### config.mk
export PLATFORM = sky130hd
export DESIGN_NAME = fetch_stage
export DESIGN_NICKNAME = d
export VERILOG_FILES = /design/src/rtl/cpu_pkg.sv /design/src/rtl/fetch_stage_pc_register.sv /design/src/rtl/fetch_stage.sv
export SDC_FILE = /design/constraint.sdc
export NUM_CORES = 1
export LEC_CHECK = 0
export CAP_MARGIN = 5
export CELL_PAD_IN_SITES_DETAIL_PLACEMENT = 1
export CELL_PAD_IN_SITES_GLOBAL_PLACEMENT = 2
export CORE_MARGIN = 5
export CORE_UTILIZATION = 31
export CTS_BUF_LIST = sky130_fd_sc_hd__clkbuf_2 sky130_fd_sc_hd__clkbuf_4 sky130_fd_sc_hd__clkbuf_8
export CTS_CLUSTER_SIZE = 25
export DETAILED_ROUTE_END_ITERATION = 16
export GPL_TIMING_DRIVEN = 0
export HOLD_SLACK_MARGIN = 0.02
export PLACE_DENSITY_LB_ADDON = 0.1
export RECOVER_POWER = 25
export SYNTH_ARGS = -nofsm -noshare
export SYNTH_HDL_FRONTEND = slang
export SYNTH_HIERARCHICAL = 1
export SYNTH_SLANG_ARGS = --single-unit
### constraint.sdc
create_clock -name clk -period 3.3 [get_ports clk]
set_input_delay 0.66 -clock clk [delete_from_list [all_inputs] [get_ports clk]]
set_output_delay 0.66 -clock clk [all_outputs]
set_load 0.005 [all_outputs]
### src/rtl/cpu_pkg.sv
// Shared CPU definitions used by the fetch stage and its PC register.
package cpu_pkg;

   typedef enum logic [1:0] {
      S_IDLE,
      S_FETCH,
      S_REDIRECT
   } fetch_state_t;

   localparam logic [31:0] NOP_INSTR   = 32'h0;
   localparam int unsigned OPCODE_MSB  = 31;
   localparam int unsigned OPCODE_LSB  = 26;
   localparam int unsigned INSTR_BYTES = 4;

endpackage

### src/rtl/fetch_stage_pc_register.sv
// Program counter with async reset, load enable and branch/sequential next-PC mux.
module pc_register
   import cpu_pkg::*;
#(
   parameter int unsigned         ADDR_W   = 32,
   parameter logic [ADDR_W-1:0]   RESET_PC = '0
) (
   input  logic              clk,
   input  logic              reset,
   input  logic              load,
   input  logic              sel_branch,
   input  logic [ADDR_W-1:0] branch_target,
   output logic [ADDR_W-1:0] pc,
   output logic [ADDR_W-1:0] pc_plus4
);

   logic [ADDR_W-1:0] next_pc;

   // Wraps modulo 2^ADDR_W; no fault on overflow.
   assign pc_plus4 = pc + ADDR_W'(INSTR_BYTES);
   assign next_pc  = sel_branch ? (branch_target & ~ADDR_W'(3)) : pc_plus4;

   always_ff @(posedge clk or posedge reset) begin
      if (reset)
         pc <= RESET_PC;
      else if (load)
         pc <= next_pc;
   end

endmodule

### src/rtl/fetch_stage.sv
// Instruction-fetch FSM and IF/ID pipeline register feeding main_control.
module fetch_stage
   import cpu_pkg::*;
#(
   parameter int unsigned       ADDR_W   = 32,
   parameter logic [ADDR_W-1:0] RESET_PC = 32'h0000_0000
) (
   input  logic              clk,
   input  logic              reset,
   input  logic              stall,
   input  logic              flush,
   input  logic              branch_taken,
   input  logic [ADDR_W-1:0] branch_target,
   output logic              imem_req,
   output logic [ADDR_W-1:0] imem_addr,
   input  logic              imem_ready,
   input  logic [31:0]       imem_rdata,
   output logic              ifid_valid,
   output logic [31:0]       ifid_instr,
   output logic [ADDR_W-1:0] ifid_pc_plus4,
   output logic [5:0]        next_opCode
);

   fetch_state_t      state;
   logic [ADDR_W-1:0] pc;
   logic [ADDR_W-1:0] pc_plus4;
   logic              capture;
   logic              pc_load;

   assign capture = (state == S_FETCH) && imem_ready && !flush && !stall;
   assign pc_load = branch_taken || capture;

   pc_register #(
      .ADDR_W   (ADDR_W),
      .RESET_PC (RESET_PC)
   ) u_pc (
      .clk           (clk),
      .reset         (reset),
      .load          (pc_load),
      .sel_branch    (branch_taken),
      .branch_target (branch_target),
      .pc            (pc),
      .pc_plus4      (pc_plus4)
   );

   assign imem_addr   = pc;
   assign next_opCode = ifid_instr[OPCODE_MSB:OPCODE_LSB];

   always_ff @(posedge clk or posedge reset) begin
      if (reset) begin
         state         <= S_IDLE;
         imem_req      <= 1'b0;
         ifid_valid    <= 1'b0;
         ifid_instr    <= NOP_INSTR;
         ifid_pc_plus4 <= '0;
      end else if (branch_taken) begin
         // Request gap lets memory drop the in-flight access to the old path.
         state      <= S_REDIRECT;
         imem_req   <= 1'b0;
         ifid_valid <= 1'b0;
         ifid_instr <= NOP_INSTR;
      end else begin
         case (state)
            S_IDLE, S_REDIRECT: begin
               state    <= S_FETCH;
               imem_req <= 1'b1;
            end
            S_FETCH: imem_req <= 1'b1;
            default: begin
               state    <= S_IDLE;
               imem_req <= 1'b0;
            end
         endcase

         if (flush) begin
            ifid_valid <= 1'b0;
            ifid_instr <= NOP_INSTR;
         end else if (state == S_FETCH && !stall) begin
            if (imem_ready) begin
               ifid_valid    <= 1'b1;
               ifid_instr    <= imem_rdata;
               ifid_pc_plus4 <= pc_plus4;
            end else begin
               ifid_valid <= 1'b0;
               ifid_instr <= NOP_INSTR;
            end
         end
      end
   end

endmodule

# Word-level counts from Yosys, hierarchy flattened
# Cells that the tools add are included.
word_totals:
  reg_bits: 100
  in_bits: 70
op_classes:
  reduce_logical: 12
  bitwise: 2
  eq_ne: 3
  addsub: 1
  mux: 13
op_table:
  columns: ["op", "n"]
  rows:
  - ["$mux 32", 5]
  - ["$add 32x3->32 const B", 1]
  - ["$mux 1", 6]
  - ["$logic_and 1x1->1", 4]
  - ["$pmux 2 s2", 1]
  - ["$reduce_and 4->1", 1]
  - ["$reduce_bool 3->1", 1]
  - ["$reduce_or 3->1", 1]
  - ["$eq 2x1->1 const B", 1]
  - ["$eq 2x2->1 const B", 1]
  - ["$logic_not 1->1", 2]
  - ["$logic_not 2->1", 1]
  - ["$mux 2", 1]
  - ["$ne 2x2->1 const B", 1]
  - ["$not 1->1", 2]
  - ["$reduce_or 2->1", 1]
  - ["$logic_or 1x1->1", 1]

# Longest topological paths before layout
logic_depth:
  depth_word: 5
  ltp_mapped: 7

# Cells and area by module
# The synthesis kept the hierarchy.
modules_own_cells:
  columns: ["module", "n_inst", "cells_per_inst", "area_each_um2", "seq_area_each_um2"]
  rows:
  - ["fetch_stage", 1, 158, 2529.9, 1701.6]
  - ["pc_register", 1, 281, 2322.2, 750.7]

# Least setup slack after synthesis
# Ideal clock, no wire load.
synth_path:
  path_type: "reg-to-reg"
  from: "register u_pc.pc[2]"
  to: "register ifid_pc_plus4[24]"
  setup_time_ps: 125
  path_stages_with_launch: 7
  path_buffers: 0
  arrival_ps: 1965
  required_time_ps: 3175
  path_slack_ps: 1210
  cell_sequence: "dfrtp_1 ha_1 and4_1 nand2_1 or4_4 xnor2_1 mux2_2"
synth_via:
  elab_chain_len: 1
synth_rtl:
  columns: ["item", "line", "source"]
  rows:
  - ["start: declaration", "fetch_stage_pc_register.sv:13", "output logic [ADDR_W-1:0] pc,"]
  - ["start signal: assignment", "fetch_stage_pc_register.sv:27", "pc <= next_pc;"]
  - ["$add 32x3->32", "fetch_stage_pc_register.sv:20", "assign pc_plus4 = pc + ADDR_W'(INSTR_BYTES);"]
  - ["via pc_plus4[24]", "fetch_stage.sv:26", "logic [ADDR_W-1:0] pc_plus4;"]
  - ["end signal: assignment", "fetch_stage.sv:82", "ifid_pc_plus4 <= pc_plus4;"]
  - ["end: declaration", "fetch_stage.sv:20", "output logic [ADDR_W-1:0] ifid_pc_plus4,"]
# The timed path passes the listed nets, and every way through them passes these cells.
# A chain may end at the register's enable or synchronous reset.

# Final worst setup path
layout_path:
  from: "input branch_taken"
  to: "register u_pc.pc[29]"
layout_via:
  elab_chain_len: 1
layout_rtl:
  columns: ["item", "line", "source"]
  rows:
  - ["start: declaration", "fetch_stage.sv:12", "input logic branch_taken,"]
  - ["$mux 32 or $logic_or 1x1->1 (tied branches)", "fetch_stage_pc_register.sv:21, fetch_stage.sv:31", null]
# Parallel ways exist; a longest one is shown, timed or not.

==> metrics <==
Layout area overhead=45.82%; CTS hold repair buffers=0; gpl congestion=0.7786; Clock Latency Late Sink=0.38 ns; Mapped Cells=439; Buffers on Ports=169; global-route wire length before repair=26.36 mm; fin worst setup slack=about 0.49 ns; Post-Synth Adder-Cell Area=0.2579%; area taken by multi-input logic gates=0.002122 sq mm; largest net degree at the start of global routing=45; Synth async-reset ratio=100.0%; status=finished clean; met1 WL=7.533 mm; I/O pins=174; fill count=1702; most numerous cell in the Yosys netlist=dfrtp_1; Yosys Warn Count=6; die footprint=0.01825 sq mm; Die W=~140 microns; vias per cell=5.045; Row Count=45; Core ar.=0.01526 sq mm; Initial Util=31.80%; syn_area_per_cell=11.05 sq um; # nets final=just under 700; combinational share of power=25.9%; post-synthesis compound-gate area fraction=16.53%; FF+latch area=0.002452 sq mm; WP data required=~3.6 ns; Power Dens Cells=around 440 mW/mm^2; Die Span Y=roughly 140 microns; worst slew pin tran=around 1.3 ns; register area share after synthesis=50.54%; clock sink count=98; multiplexer share of the synthesized area=7.633%; RSZ-0062 raised after global routing=false; total gr overflow=0; Clk pwr share=26.2%; Crit. End Element=flop; Post-Route WL=~17 mm; number of antenna violations at the first check in global routing=1; largest family of logic cells by synthesized area=compound AO/OA/AOI/OAI gates; CTS clk-pin slew, worst paths=0.10 ns; Setup CP Type=in2reg; post-synthesis simple-gate area fraction=13.95%; switching power=slightly above 0.0009 W; max_cap viols=0; diode count=0; Final Hold Fails=0; detailed-routed wire length on met2=between 8 and 9 mm; internal power=0.002207 W; cts repair resizes=0; H-tree depth=3; Final min period=roughly 2.8 ns; setup_tns=0 ns; Net Sw Frac=~30%; max-slew violations=0; worst slack at placement=a little under 0.08 ns; Max clock buf depth=2; setup bufs post-CTS=0; nature of the critical path startpoint=primary input; Yosys reg bits=98; HP Class=reg2reg; VDD IR max=around 0.2 mV; final worst-path cycle share=85.24%; Rel. slew slack=between 10% and 20%; ranking of synthesized cells by area=dfrtp_1 (51%), a22o_1 (7.2%), mux2_1 (3.9%); crit path DAT=3.07 ns; CTS Buf Count=9; fmax=355.5 MHz; Final HPWL DP=around 12 mm; Leak=2.958 nW; met3 routed WL=789 microns; Post-Synthesis Cell Area=0.004852 sq mm; main flop type after synthesis=dfrtp_1; drt first-iter violations=128; DR DRC count=0; via count=roughly 4200; Root Driver=clkbuf_8; drt pass-1 iters=4; distinct cell type count after synthesis=55; part of the power in registers=between 40% and 50%; most instantiated cells after synthesis=dfrtp_1 (98), a22o_1 (40), nand2_1 (31); final setup vio count=0; Total Routing Usage GR=roughly 18%; DRT antenna net count=0; Top Layer Used=met5; clk_skew=between 0.01 and 0.015 ns; xor and xnor area share after synthesis=around 5.1%; dominant cell type by area after synthesis=dfrtp_1; fraction of layout cells with a size suffix above 1=11.45%; Worst Path Max Fanout=10; post-DR wirelength/cell=19.83 microns; number of synthesized flops with an enable pin=0; vias in the first global route=4578; CTS tree=yes; Yosys top cell area share=50.54%
## area by class of cell
type | instances | share of cell area [%]
Tap cell | 211 | 3.731
Buffer | 41 | 3.448
Inverter | 12 | 0.6543
Sequential cell | 98 | 34.66
Clock inverter | 7 | 1.079
Multi-Input combinational cell | 291 | 29.99
Timing Repair Buffer | 171 | 24.69
Clock buffer | 9 | 1.751
## kinds of logic (layout without fill, tap and decap cells)
| group | count (synthesis) | in the layout |
|---|---|---|
| and+or+nand+nor | 119 | 119 |
| AOI/OAI and AO/OA | 106 | 106 |
| DFF | 98 | 98 |
| buffers and inverters | 53 | 240 |
| muxes | 33 | 33 |
| xor gates and xnor gates | 28 | 28 |
| adders and majority gates | 1 | 1 |
| other | 1 | 4 |
## power groups by stage
stage	clock [W]	sequential [W]	combinational [W]
detailed placement	0	0.00153	0.000826
global route	0.000909	0.00153	0.000887
global placement	0	0.00152	0.000801
floorplan	0	0.00150	0.000314
CTS	0.000861	0.00150	0.000831
finish	0.000822	0.00150	0.000813
## per-layer routing
layer / up-vias / GRT usage (%)
met5: - / 0
met2: 95 / 30.01
met1: 2164 / 24.44
met3: 18 / 4.173
li1: 1959 / -
met4: 2 / 5.823
## worst paths after layout
path	slack [ns]	cells past startpoint	startpoint	endpoint
worst max-delay path	0.49	8	branch_taken	u_pc/pc[29]
worst min-delay path	0.49	1	ifid_valid	ifid_valid
worst max register to register	0.85	6	u_pc/pc[2]	ifid_pc_plus4[24]
worst min register to register	0.49	1	ifid_valid	ifid_valid
max in group asynchronous	1.53	3	reset	ifid_pc_plus4[20]
min in group asynchronous	0.86	2	reset	u_pc/pc[10]
## flip-flops by register name, summed over array words and instances, names as in the netlist
register / cells
ifid_pc_plus4: 32
ifid_valid: 1
imem_req: 1
u_pc/pc: 30
state: 2
ifid_instr: 32
## critical path, stage by stage
cell and delay (ns):
dlygate4sd3_1 0.68, clkbuf_1 0.38, clkinv_1 0.37, nand2_1 0.24, clkbuf_1 0.48, nor2_1 0.08
nand2_1 0.09, o211ai_1 0.08
## layout by cell type (no fill, tap or decap), types with 7 or more instances in the layout
master           count
a21oi_1             17
a22o_1              40
and4_1               8
buf_4               16
clkbuf_1            15
clkbuf_8             9
clkdlybuf4s50_1    167
dfrtp_1             98
inv_1               10
mux2_1              17
mux2_2              15
nand2_1             31
nand3_1             18
nand4_1              7
nor2_1              18
nor2b_1             10
o21ai_0             16
xnor2_1             18
xor2_1              10
## per-stage QoR
step | hold slack (ns) | instances | cell area, sq um | total power [W] | util (%)
2_1_floorplan | 0.4538 | 442 | 4863 | 0.001817 | -
3_3_place_gp | 0.4628 | 822 | 6819 | 0.002318 | 44.69
3_5_place_dp | 0.4702 | 824 | 6877 | 0.002351 | 45.07
4_1_cts | 0.4957 | 840 | 7077 | 0.003195 | 46.38
5_1_grt | 0.5167 | 840 | 7076 | 0.003324 | 46.37
6_report | 0.4909 | 840 | 7076 | 0.003135 | 46.37
Power figures use the tool's default switching activity.
